## src/rtl/alucu_pkg.sv

```systemverilog
// Shared encodings for the ALU control unit and its multiply/divide sequencer:
// ALUOP classes, funct codes, ALU control codes, md_op codes and FSM states.
package alucu_pkg;

  localparam logic [7:0] AOP_ADD   = 8'h00;
  localparam logic [7:0] AOP_SUB   = 8'h01;
  localparam logic [7:0] AOP_RTYPE = 8'h02;
  localparam logic [7:0] AOP_AND   = 8'h03;
  localparam logic [7:0] AOP_OR    = 8'h04;
  localparam logic [7:0] AOP_SLT   = 8'h05;
  localparam logic [7:0] AOP_XOR   = 8'h06;
  localparam logic [7:0] AOP_LUI   = 8'h07;

  localparam logic [7:0] FN_SLL   = 8'h00;
  localparam logic [7:0] FN_SRL   = 8'h02;
  localparam logic [7:0] FN_SRA   = 8'h03;
  localparam logic [7:0] FN_MFHI  = 8'h10;
  localparam logic [7:0] FN_MFLO  = 8'h12;
  localparam logic [7:0] FN_MULT  = 8'h18;
  localparam logic [7:0] FN_MULTU = 8'h19;
  localparam logic [7:0] FN_DIV   = 8'h1A;
  localparam logic [7:0] FN_DIVU  = 8'h1B;
  localparam logic [7:0] FN_ADD   = 8'h20;
  localparam logic [7:0] FN_ADDU  = 8'h21;
  localparam logic [7:0] FN_SUB   = 8'h22;
  localparam logic [7:0] FN_SUBU  = 8'h23;
  localparam logic [7:0] FN_AND   = 8'h24;
  localparam logic [7:0] FN_OR    = 8'h25;
  localparam logic [7:0] FN_XOR   = 8'h26;
  localparam logic [7:0] FN_NOR   = 8'h27;
  localparam logic [7:0] FN_SLT   = 8'h2A;
  localparam logic [7:0] FN_SLTU  = 8'h2B;

  localparam logic [4:0] C_ADD  = 5'h00;
  localparam logic [4:0] C_ADDU = 5'h01;
  localparam logic [4:0] C_SUB  = 5'h02;
  localparam logic [4:0] C_SUBU = 5'h03;
  localparam logic [4:0] C_AND  = 5'h04;
  localparam logic [4:0] C_OR   = 5'h05;
  localparam logic [4:0] C_XOR  = 5'h06;
  localparam logic [4:0] C_NOR  = 5'h07;
  localparam logic [4:0] C_SLT  = 5'h08;
  localparam logic [4:0] C_SLTU = 5'h09;
  localparam logic [4:0] C_SLL  = 5'h0A;
  localparam logic [4:0] C_SRL  = 5'h0B;
  localparam logic [4:0] C_SRA  = 5'h0C;
  localparam logic [4:0] C_LUI  = 5'h0D;
  localparam logic [4:0] C_NOP  = 5'h1F;

  localparam logic [1:0] MD_MULT  = 2'd0;
  localparam logic [1:0] MD_MULTU = 2'd1;
  localparam logic [1:0] MD_DIV   = 2'd2;
  localparam logic [1:0] MD_DIVU  = 2'd3;

  localparam logic [1:0] ST_IDLE = 2'd0;
  localparam logic [1:0] ST_BUSY = 2'd1;
  localparam logic [1:0] ST_DONE = 2'd2;

endpackage

```

## src/rtl/md_seq.sv

```systemverilog
// Multiply/divide sequencer: launches the MDU, holds busy for LAT+1 cycles,
// then raises done for one cycle before returning to idle.
module md_seq
  import alucu_pkg::*;
#(
  parameter int unsigned MUL_LAT = 4,
  parameter int unsigned DIV_LAT = 32,
  parameter int unsigned CNT_W   = 6
) (
  input  logic       clk,
  input  logic       rst,
  input  logic       go,
  input  logic [1:0] op,
  output logic       start,
  output logic       busy,
  output logic       done,
  output logic [1:0] op_q
);

  localparam logic [CNT_W-1:0] MUL_LOAD = CNT_W'(MUL_LAT - 1);
  localparam logic [CNT_W-1:0] DIV_LOAD = CNT_W'(DIV_LAT - 1);

  logic [1:0]       state_q, state_d;
  logic [CNT_W-1:0] cnt_q, cnt_d;
  logic             start_q, start_d;
  logic [1:0]       op_d;

  always_comb begin
    state_d = state_q;
    cnt_d   = cnt_q;
    start_d = 1'b0;
    op_d    = op_q;
    case (state_q)
      ST_IDLE: begin
        if (go) begin
          state_d = ST_BUSY;
          start_d = 1'b1;
          op_d    = op;
          cnt_d   = op[1] ? DIV_LOAD : MUL_LOAD;
        end
      end
      ST_BUSY: begin
        // The launch cycle itself is not counted, giving LAT+1 busy cycles.
        if (!start_q) begin
          if (cnt_q == '0) state_d = ST_DONE;
          else             cnt_d   = cnt_q - CNT_W'(1);
        end
      end
      ST_DONE: state_d = ST_IDLE;
      default: state_d = ST_IDLE;
    endcase
  end

  always_ff @(posedge clk or posedge rst) begin
    if (rst) begin
      state_q <= ST_IDLE;
      cnt_q   <= '0;
      start_q <= 1'b0;
      op_q    <= MD_MULT;
    end else begin
      state_q <= state_d;
      cnt_q   <= cnt_d;
      start_q <= start_d;
      op_q    <= op_d;
    end
  end

  assign start = start_q;
  assign busy  = (state_q == ST_BUSY);
  assign done  = (state_q == ST_DONE);

endmodule

```

## src/rtl/alucu_md_seq.sv

```systemverilog
// ALU control decoder with registered control code plus MDU sequencer.
// Optional ALUCU_ILLEGAL_EN macro enables the registered illegal-op flag.
module alucu_md_seq
  import alucu_pkg::*;
#(
  parameter int unsigned AOP_W   = 5,
  parameter int unsigned FN_W    = 6,
  parameter int unsigned CTRL_W  = 5,
  parameter int unsigned MUL_LAT = 4,
  parameter int unsigned DIV_LAT = 32,
  parameter int unsigned CNT_W   = 6
) (
  input  logic              clk,
  input  logic              rst,
  input  logic              valid,
  input  logic [AOP_W-1:0]  ALUOP,
  input  logic [FN_W-1:0]   funccode,
  output logic [CTRL_W-1:0] ALUOPCtrl,
  output logic              md_start,
  output logic [1:0]        md_op,
  output logic              stall,
  output logic              hilo_we,
  output logic              illegal
);

  logic [CTRL_W-1:0] ctrl_d, ctrl_q;
  logic              is_rtype, is_md_fn, go;

  assign is_rtype = (ALUOP == AOP_W'(AOP_RTYPE));
  assign is_md_fn = (funccode >= FN_W'(FN_MULT)) && (funccode <= FN_W'(FN_DIVU));

  always_comb begin
    ctrl_d = CTRL_W'(C_NOP);
    case (ALUOP)
      AOP_W'(AOP_ADD): ctrl_d = CTRL_W'(C_ADD);
      AOP_W'(AOP_SUB): ctrl_d = CTRL_W'(C_SUB);
      AOP_W'(AOP_AND): ctrl_d = CTRL_W'(C_AND);
      AOP_W'(AOP_OR):  ctrl_d = CTRL_W'(C_OR);
      AOP_W'(AOP_SLT): ctrl_d = CTRL_W'(C_SLT);
      AOP_W'(AOP_XOR): ctrl_d = CTRL_W'(C_XOR);
      AOP_W'(AOP_LUI): ctrl_d = CTRL_W'(C_LUI);
      AOP_W'(AOP_RTYPE): begin
        case (funccode)
          FN_W'(FN_ADD):  ctrl_d = CTRL_W'(C_ADD);
          FN_W'(FN_ADDU): ctrl_d = CTRL_W'(C_ADDU);
          FN_W'(FN_SUB):  ctrl_d = CTRL_W'(C_SUB);
          FN_W'(FN_SUBU): ctrl_d = CTRL_W'(C_SUBU);
          FN_W'(FN_AND):  ctrl_d = CTRL_W'(C_AND);
          FN_W'(FN_OR):   ctrl_d = CTRL_W'(C_OR);
          FN_W'(FN_XOR):  ctrl_d = CTRL_W'(C_XOR);
          FN_W'(FN_NOR):  ctrl_d = CTRL_W'(C_NOR);
          FN_W'(FN_SLT):  ctrl_d = CTRL_W'(C_SLT);
          FN_W'(FN_SLTU): ctrl_d = CTRL_W'(C_SLTU);
          FN_W'(FN_SLL):  ctrl_d = CTRL_W'(C_SLL);
          FN_W'(FN_SRL):  ctrl_d = CTRL_W'(C_SRL);
          FN_W'(FN_SRA):  ctrl_d = CTRL_W'(C_SRA);
          default:        ctrl_d = CTRL_W'(C_NOP);
        endcase
      end
      default: ctrl_d = CTRL_W'(C_NOP);
    endcase
  end

  always_ff @(posedge clk or posedge rst) begin
    if (rst) ctrl_q <= CTRL_W'(C_NOP);
    else     ctrl_q <= ctrl_d;
  end

  assign ALUOPCtrl = ctrl_q;

`ifdef ALUCU_ILLEGAL_EN
  logic ill_d, ill_q;

  // Anything decoding to NOP is illegal unless it is an MDU or HI/LO move.
  assign ill_d = valid && (ctrl_d == CTRL_W'(C_NOP)) &&
                 !(is_rtype && (is_md_fn ||
                                funccode == FN_W'(FN_MFHI) ||
                                funccode == FN_W'(FN_MFLO)));

  always_ff @(posedge clk or posedge rst) begin
    if (rst) ill_q <= 1'b0;
    else     ill_q <= ill_d;
  end

  assign illegal = ill_q;
  assign go      = valid && is_rtype && is_md_fn && !ill_d;
`else
  assign illegal = 1'b0;
  assign go      = valid && is_rtype && is_md_fn;
`endif

  // funct 0x18..0x1B map directly onto md_op 0..3 via their low bits.
  md_seq #(
    .MUL_LAT(MUL_LAT),
    .DIV_LAT(DIV_LAT),
    .CNT_W  (CNT_W)
  ) u_md_seq (
    .clk  (clk),
    .rst  (rst),
    .go   (go),
    .op   (funccode[1:0]),
    .start(md_start),
    .busy (stall),
    .done (hilo_we),
    .op_q (md_op)
  );

endmodule

```

## config.mk

```make
export PLATFORM = sky130hd
export DESIGN_NAME = alucu_md_seq
export DESIGN_NICKNAME = d
export VERILOG_FILES = /design/src/rtl/alucu_pkg.sv /design/src/rtl/md_seq.sv /design/src/rtl/alucu_md_seq.sv
export SDC_FILE = /design/constraint.sdc
export NUM_CORES = 1
export LEC_CHECK = 0
export ABC_AREA = 0
export CAP_MARGIN = 20
export CORE_ASPECT_RATIO = 1.4
export CORE_MARGIN = 10
export CORE_UTILIZATION = 51
export DETAILED_ROUTE_END_ITERATION = 10
export GPL_TIMING_DRIVEN = 0
export PLACE_DENSITY = 0.82
export SETUP_SLACK_MARGIN = 0.1
export SLEW_MARGIN = 20
export SYNTH_ARGS = -nofsm -noshare
export SYNTH_HDL_FRONTEND = slang
export SYNTH_SLANG_ARGS = --single-unit
```

## constraint.sdc

```tcl
create_clock -name clk -period 2.8 [get_ports clk]
set_clock_uncertainty 0.15 [all_clocks]
set_input_delay 0.28 -clock clk [delete_from_list [all_inputs] [get_ports clk]]
set_output_delay 0.28 -clock clk [all_outputs]
set_load 0.05 [all_outputs]
```

==> impl_metrics.prom, run 1 <==
# TYPE chip_impl_metric gauge
chip_impl_metric{name="drcViolationCount",unit=""} 0
chip_impl_metric{name="pre_cts_slack",unit="ps"} 590.9
chip_impl_metric{name="iteration_count_of_the_initial_detailed_routing_pass",unit=""} 4
chip_impl_metric{name="worstPathBufferInverterCount",unit=""} 3
chip_impl_metric{name="ff_latch_area",unit="um^2"} 406.6
chip_impl_metric{name="max_slew_margin",unit=""} 0.6099
chip_impl_metric{name="port-buffer-count",unit=""} 23
chip_impl_info{name="critical-path-top-delay-family",value="buffers and inverters"} 1
chip_impl_info{name="layout_commonest_cell",value="clkdlybuf4s50_1"} 1
chip_impl_metric{name="cts-htree-levels",unit=""} 1
chip_impl_metric{name="timing.critical_path.arrival",unit="ps"} 1900
chip_impl_metric{name="critical_path_peak_fanout",unit=""} 10
chip_impl_info{name="synth_top_flop_cell",value="dfrtp_1"} 1
chip_impl_info{name="r2r_start",value="u_md_seq.cnt_q[3]$_DFFE_PP0P_"} 1
chip_impl_metric{name="cellLeakagePower",unit="nW"} 0.5727
chip_impl_metric{name="layout_cell_share_with_drive_strength_beyond_1",unit=""} 0.1111
chip_impl_metric{name="first_pass_grt_wire_length",unit="um"} 3739
chip_impl_metric{name="syn2layout_area_growth",unit="%"} 28.20
chip_impl_metric{name="ant_nets",unit=""} 0
chip_impl_metric{name="detailed_place_hpwl",unit="um"} 1753
chip_impl_metric{name="synth-edff-count",unit=""} 0
chip_impl_info{name="worstReg2RegEnd",value="u_md_seq.cnt_q[0]$_DFFE_PP0P_"} 1
chip_impl_metric{name="syn_nets",unit=""} 127
chip_impl_metric{name="grt_overflow_total",unit=""} 0
chip_impl_info{name="cp_max_stage_cell",value="clkdlybuf4s50_1"} 1
chip_impl_info{name="post-synth-top-area-cell",value="dfrtp_1"} 1
chip_impl_metric{name="cts_repair_resize_count",unit=""} 0
chip_impl_info{name="unrepaired_setup_endpoints_after_global_routing",value="false"} 1
chip_impl_metric{name="clock_insertion_delay_worst_skew",unit="ps"} 300
chip_impl_metric{name="max_slew_violations",unit=""} 0
chip_impl_metric{name="track_usage",unit=""} 0.1144
chip_impl_info{name="cell_chain_critical_path",value="nand2b_4 > buf_6 > inv_1 > clkdlybuf4s50_1"} 1
chip_impl_metric{name="seq_area_frac_synth",unit=""} 0.4073
chip_impl_metric{name="die_width",unit="um"} 57.40
chip_impl_metric{name="reg2reg_slack",unit="ps"} 1010
chip_impl_metric{name="antenna_violations_before_repair",unit=""} 0
chip_impl_metric{name="fin_setup_tns",unit="ps"} 0
chip_impl_metric{name="postCtsSetupRepairBufs",unit=""} 0
chip_impl_metric{name="cts.hold.buffers_added",unit=""} 0
chip_impl_metric{name="wire_per_inst",unit="um"} 13.89
chip_impl_metric{name="number_of_global_route_vias_before_repair",unit=""} 852
chip_impl_info{name="result_of_the_run",value="finished clean"} 1
chip_impl_metric{name="finalWorstSetupSlack",unit="ps"} 469.4
chip_impl_metric{name="core-area",unit="um^2"} 1824
chip_impl_info{name="timing.hold.worst.class",value="input port to asynchronous set/reset pin"} 1
chip_impl_metric{name="synth_top_area_share",unit=""} 0.2757
chip_impl_metric{name="clk_transition_reported_paths",unit="ps"} 100
chip_impl_metric{name="num_io_pins",unit=""} 25
chip_impl_info{name="final_cell_mix",value="23 x clkdlybuf4s50_1, 11 x inv_1, 11 x dfrtp_1, 10 x nand2_1, 8 x nor2_1"} 1
chip_impl_metric{name="ff2ff_path_depth",unit=""} 4
chip_impl_metric{name="timing_worst_slew_pin_value",unit="ps"} 584.5
chip_impl_metric{name="synth.lib_cells_used.distinct",unit=""} 39
chip_impl_metric{name="insertedDiodeCount",unit=""} 0
chip_impl_metric{name="finish.net_count",unit=""} 155
chip_impl_metric{name="synth_area_per_cell",unit="um^2"} 9.245
chip_impl_metric{name="cts.sinks",unit=""} 16
chip_impl_metric{name="finalHoldViolCount",unit=""} 0
chip_impl_metric{name="vias",unit=""} 868
chip_impl_metric{name="core.rowCount",unit=""} 18
chip_impl_metric{name="final_period_minus_worst_setup_slack",unit="ps"} 2331
chip_impl_metric{name="finalWirelength",unit="um"} 2153
chip_impl_metric{name="critical-path-max-stage-delay",unit="ps"} 820
chip_impl_metric{name="floorplan.die_area",unit="um^2"} 4153
chip_impl_metric{name="multiInputGateArea",unit="um^2"} 524.3
chip_impl_metric{name="cts.path.max_buffers",unit=""} 2
chip_impl_metric{name="final.fill_count",unit=""} 133
chip_impl_info{name="ys_top_cells_by_area",value="dfrtp_1 28%, dfstp_2 13%, ha_1 6.3%"} 1
chip_impl_metric{name="cts_inserted_buffers",unit=""} 3
chip_impl_metric{name="pwr_per_cell_area",unit="nW/um^2"} 658.1
chip_impl_metric{name="postSynthRegisterBits",unit=""} 16
chip_impl_info{name="worst_setup_path_start_kind",value="register"} 1
chip_impl_metric{name="initialDrtViolationCount",unit=""} 26
chip_impl_metric{name="die_y",unit="um"} 72.36
chip_impl_metric{name="initial_core_util",unit=""} 0.5473
chip_impl_metric{name="vdd_drop_max",unit="mV"} 0.2818
chip_impl_metric{name="number_of_endpoints_failing_setup_at_the_final_stage",unit=""} 0
chip_impl_metric{name="post-route-period-util",unit=""} 0.8323
chip_impl_info{name="timing_worst_setup_path_type",value="register to output port"} 1
chip_impl_metric{name="fmax",unit="MHz"} 429.1
chip_impl_metric{name="synth_area",unit="um^2"} 998.5
chip_impl_info{name="tritoncts",value="built"} 1
chip_impl_metric{name="cp.required",unit="ps"} 2370
chip_impl_metric{name="routabilityCongestion",unit=""} 0.9864
chip_impl_info{name="endpoint_kind",value="output port"} 1
chip_impl_metric{name="maxCapViolCount",unit=""} 0
chip_impl_metric{name="syn-instance-count",unit=""} 108
chip_impl_info{name="clockRootBuffer",value="clkbuf_4"} 1
chip_impl_metric{name="drt-vias-per-instance",unit=""} 5.600
chip_impl_metric{name="count_of_yosys_warnings_during_synthesis",unit=""} 0
chip_impl_metric{name="synthArstFlopShare",unit=""} 1.000
chip_impl_metric{name="largest_net_degree_at_the_start_of_global_routing",unit=""} 17
==> registers in the layout (all words and copies together), names as in the netlist <==
name and flops:
u_md_seq.state_q 2, u_md_seq.cnt_q 6, u_md_seq.start 1, ALUOPCtrl 5
u_md_seq.op_q 2
==> area by class of cell <==
cell class | count | share of cell area
timing repair buffer | 23 | 0.1799
multi-input combinational | 78 | 0.4096
inverter | 11 | 0.03226
buffer | 3 | 0.02053
clock buffer | 4 | 0.02053
tap | 20 | 0.01955
sequential | 16 | 0.3177
==> through the flow <==
step / hold slack (ps) / instance area, um^2 / utilization / std cells / power, W
global route: 211.7 / 1280 / 0.7016 / 155 / 0.0009042
finish: 176.8 / 1280 / 0.7016 / 155 / 0.0008424
floorplan: 40.16 / 998.5 / - / 108 / 0.0006099
CTS: 194.5 / 1280 / 0.7016 / 155 / 0.0008497
detailed placement: 322.9 / 1254 / 0.6872 / 151 / 0.0007182
global placement: 313.5 / 1254 / 0.6872 / 151 / 0.0007041
==> report_power, final <==
group / switching [W] / total (W) / leakage [nW] / internal (W)
logic: 0.000215 / 0.000386 / 0.368 / 0.000172
clock network: 0.0000735 / 0.000129 / 0.0150 / 0.0000555
registers: 0.0000410 / 0.000327 / 0.189 / 0.000286
total: 0.000329 / 0.000842 / 0.573 / 0.000513
==> cells in the mapped netlist, types with 2 or more instances <==
cell type,number
nand2_1,10
nor2_1,8
ha_1,5
inv_1,11
buf_4,2
o2bb2a_1,3
nand3_1,6
a21oi_1,2
o211ai_1,2
o21ai_0,7
or3_1,2
dfrtp_1,11
dfstp_2,5
a22oi_1,3
nor3_1,5
nand2b_1,3
==> logic make-up (layout without fill, tap and decap cells) <==
| logic type | count (synthesis) | count (layout) | synth area share |
|---|---|---|---|
| other | 1 | 1 | 0.003756 |
| adders and majority gates | 5 | 5 | 0.06266 |
| AOI/OAI and AO/OA | 26 | 26 | 0.1880 |
| muxes | 2 | 2 | 0.02130 |
| and+or+nand+nor | 44 | 44 | 0.2494 |
| buffers and inverters | 14 | 41 | 0.06766 |
| DFF | 16 | 16 | 0.4073 |
==> worst max-delay path by stage <==
stage / end / from / cells after the start
after floorplan: u_md_seq.cnt_q[4]$_DFFE_PP0P_ / u_md_seq.state_q[1]$_DFFE_PP0P_ / 6
after global routing: stall / u_md_seq.state_q[1]$_DFFE_PP0P_ / 4
after global placement: ALUOPCtrl[4]$_DFF_PP1_ / funccode[1] / 6
final: stall / u_md_seq.state_q[1]$_DFFE_PP0P_ / 4
after detailed placement: ALUOPCtrl[4]$_DFF_PP1_ / funccode[1] / 6
after CTS: stall / u_md_seq.state_q[1]$_DFFE_PP0P_ / 4
==> routing by layer <==
| layer | wire length [um] | global-route usage |
|---|---|---|
| met1 | 810 | 0.1081 |
| met3 | 119 | 0.02962 |
| met2 | 1140 | 0.1962 |
| met5 | 0 | 0 |
| met4 | 82 | 0.1021 |
Power figures use the tool's default switching activity.
==> run 2: changes to the inputs <==
Settings changed: CORE_UTILIZATION 51 to 43, PLACE_DENSITY 0.82 to 0.74.
Clock period 2.8 ns to 2.02 ns, I/O delays scaled along.
==> run 2 against run 1 <==
  * Setup slack got worse by 270 ps
  * Critical path type unchanged
  * Via count rose by 0.81%
  * Highest routed layer unchanged
  * Flip-flop and latch count did not move
  * Final cell count rose by 1.3%
  * Critical path depth fell by 3
  * Largest power group unchanged
  * Combinational power rose by 38%
  * Clock-buffer cell count did not move
  * Die area rose by 13%
  * Utilization fell by 12 points
==> impl_metrics.prom, run 2 (synthesis results as in run 1) <==
# TYPE chip_impl_metric gauge
chip_impl_info{name="max_flop_register",value="u_md_seq.cnt_q"} 1
chip_impl_metric{name="core.rowCount",unit=""} 20
chip_impl_metric{name="finish.net_count",unit=""} 155
chip_impl_metric{name="largest_reg_flops",unit=""} 6
chip_impl_metric{name="wire_per_inst",unit="um"} 15.06
chip_impl_metric{name="cts_inserted_buffers",unit=""} 3
chip_impl_metric{name="cts.path.max_buffers",unit=""} 2
chip_impl_metric{name="cellLeakagePower",unit="nW"} 0.6014
chip_impl_metric{name="fmax",unit="MHz"} 550.3
chip_impl_metric{name="maxCapViolCount",unit=""} 0
chip_impl_metric{name="max_slew_violations",unit=""} 0
chip_impl_metric{name="final.fill_count",unit=""} 197
chip_impl_metric{name="final_period_minus_worst_setup_slack",unit="ps"} 1817
chip_impl_metric{name="clk_transition_reported_paths",unit="ps"} 90
chip_impl_metric{name="initial_core_util",unit=""} 0.4534
chip_impl_metric{name="iteration_count_of_the_initial_detailed_routing_pass",unit=""} 6
chip_impl_metric{name="floorplan.die_area",unit="um^2"} 4677
chip_impl_info{name="result_of_the_run",value="finished clean"} 1
chip_impl_info{name="cp_max_stage_cell",value="clkdlybuf4s50_1"} 1
chip_impl_metric{name="drcViolationCount",unit=""} 0
chip_impl_metric{name="layout_cell_share_with_drive_strength_beyond_1",unit=""} 0.1259
chip_impl_metric{name="finalWorstSetupSlack",unit="ps"} 202.7
chip_impl_metric{name="cts-htree-levels",unit=""} 1
chip_impl_metric{name="critical_path_peak_fanout",unit=""} 2
chip_impl_metric{name="postLayoutCoreUtil",unit=""} 0.5795
chip_impl_info{name="unrepaired_setup_endpoints_after_global_routing",value="false"} 1
chip_impl_metric{name="port-buffer-count",unit=""} 23
chip_impl_metric{name="die_y",unit="um"} 77.02
chip_impl_info{name="tritoncts",value="built"} 1
chip_impl_metric{name="track_usage",unit=""} 0.1055
chip_impl_metric{name="pwr_per_cell_area",unit="nW/um^2"} 904.0
chip_impl_metric{name="vdd_drop_max",unit="mV"} 0.3917
chip_impl_metric{name="initialDrtViolationCount",unit=""} 28
chip_impl_metric{name="max_slew_margin",unit=""} 0.6136
chip_impl_metric{name="number_of_global_route_vias_before_repair",unit=""} 878
chip_impl_metric{name="number_of_endpoints_failing_setup_at_the_final_stage",unit=""} 0
chip_impl_metric{name="drt-vias-per-instance",unit=""} 5.573
chip_impl_info{name="final_cell_mix",value="14 x clkdlybuf4s50_1, 11 x inv_1, 11 x dfrtp_1, 10 x nand2_1, 8 x nor2_1"} 1
chip_impl_metric{name="timing.critical_path.arrival",unit="ps"} 1470
chip_impl_metric{name="syn2layout_area_growth",unit="%"} 27.82
chip_impl_info{name="timing_worst_setup_path_type",value="register to output port"} 1
chip_impl_metric{name="antenna_violations_before_repair",unit=""} 0
chip_impl_metric{name="timing_worst_slew_pin_value",unit="ps"} 579.0
chip_impl_metric{name="postCtsSetupRepairBufs",unit=""} 0
chip_impl_metric{name="pre_cts_slack",unit="ps"} -161.6
chip_impl_metric{name="detailed_place_hpwl",unit="um"} 1943
chip_impl_metric{name="die_width",unit="um"} 60.73
chip_impl_metric{name="clock_insertion_delay_worst_skew",unit="ps"} 280
chip_impl_metric{name="num_io_pins",unit=""} 25
chip_impl_metric{name="largest_net_degree_at_the_start_of_global_routing",unit=""} 17
chip_impl_metric{name="worstPathBufferInverterCount",unit=""} 1
chip_impl_metric{name="cts.hold.buffers_added",unit=""} 0
chip_impl_metric{name="finalHoldViolCount",unit=""} 0
chip_impl_metric{name="cts.sinks",unit=""} 16
chip_impl_metric{name="ant_nets",unit=""} 0
chip_impl_info{name="critical-path-top-delay-family",value="buffers and inverters"} 1
chip_impl_info{name="timing.hold.worst.class",value="input port to asynchronous set/reset pin"} 1
chip_impl_info{name="worst_setup_path_start_kind",value="register"} 1
chip_impl_info{name="endpoint_kind",value="output port"} 1
chip_impl_metric{name="first_pass_grt_wire_length",unit="um"} 3939
chip_impl_metric{name="core-area",unit="um^2"} 2202
chip_impl_info{name="layout_commonest_cell",value="clkdlybuf4s50_1"} 1
chip_impl_metric{name="routabilityCongestion",unit=""} 0.8901
chip_impl_metric{name="critical-path-max-stage-delay",unit="ps"} 810
chip_impl_metric{name="vias",unit=""} 875
chip_impl_metric{name="finalWirelength",unit="um"} 2365
chip_impl_metric{name="insertedDiodeCount",unit=""} 0
chip_impl_metric{name="cp.required",unit="ps"} 1670
chip_impl_metric{name="grt_overflow_total",unit=""} 0
chip_impl_metric{name="post-route-period-util",unit=""} 0.8996
chip_impl_info{name="cell_chain_critical_path",value="clkdlybuf4s50_1"} 1
chip_impl_info{name="clockRootBuffer",value="clkbuf_4"} 1
-- run 2: cell count changes in the layout (fill, tap and decap cells not counted), sizes merged --
cell / change
dlygate4sd2: +6
dlymetal6s2s: +2
clkdlybuf4s50: -9
clkbuf: +1
-- run 2: cell type report --
class | instances | area (um^2) | share of cell area
multi-input combinational | 78 | 525.5 | 0.4118
sequential | 16 | 406.6 | 0.3186
timing repair buffer | 23 | 222.7 | 0.1745
inverter | 11 | 41.29 | 0.03235
tap | 22 | 27.53 | 0.02157
clock buffer | 4 | 26.28 | 0.02059
buffer | 3 | 26.28 | 0.02059
-- run 2: stage by stage --
stage | setup TNS (ps) | hold WS (ps) | instances | total power (W) | cell area (um^2)
6_report | 0 | 117.5 | 157 | 0.001154 | 1276
5_1_grt | 0 | 156.2 | 157 | 0.001246 | 1276
4_1_cts | 0 | 136.5 | 157 | 0.001163 | 1274
3_5_place_dp | -262.3 | 325.4 | 153 | 0.0009994 | 1256
3_3_place_gp | -136.1 | 316.5 | 153 | 0.0009790 | 1256
2_1_floorplan | 0 | -37.84 | 108 | 0.0008454 | 998.5
-- run 2: power by group --
part | switching, W | leakage, nW | internal [W]
clock network | 0.0000909 | 0.0150 | 0.0000766
registers | 0.0000576 | 0.189 | 0.000397
logic | 0.000305 | 0.397 | 0.000227
-- run 2: routing by layer --
layer  track usage  wire, um
met1        0.1097       938
met4       0.05286        38
met5             0         0
met2        0.1912      1302
met3       0.01318        86
-- run 2: what timing repair did --
action | 4_1_cts | 5_1_grt
pin swaps | 0 | 0
gates cloned | 0 | 0
endpoints found under the setup margin | 7 | 5
gates resized for setup | 7 | 5
-- run 2: worst register-to-register path: stages (launching register included) --
cell      delay [ps]
dfrtp_1          430
nor3b_1          300
nand4_1          200
buf_4            220
nand2_2          120
o2bb2a_1         220
-- run 2: path summary, 6_finish.rpt --
path	from	end	slack, ps	depth (start not counted)
max in group asynchronous	rst	u_md_seq.cnt_q[1]$_DFFE_PP0P_	1210	2
setup reg to reg	u_md_seq.state_q[0]$_DFFE_PP0P_	u_md_seq.cnt_q[4]$_DFFE_PP0P_	250	5
hold reg to reg	u_md_seq.cnt_q[5]$_DFFE_PP0P_	u_md_seq.cnt_q[5]$_DFFE_PP0P_	330	1
min in group clk	funccode[1]	u_md_seq.op_q[1]$_DFFE_PP0P_	230	3
hold / removal	rst	u_md_seq.op_q[0]$_DFFE_PP0P_	120	2
setup / recovery	u_md_seq.op_q[0]$_DFFE_PP0P_	md_op[0]	200	1
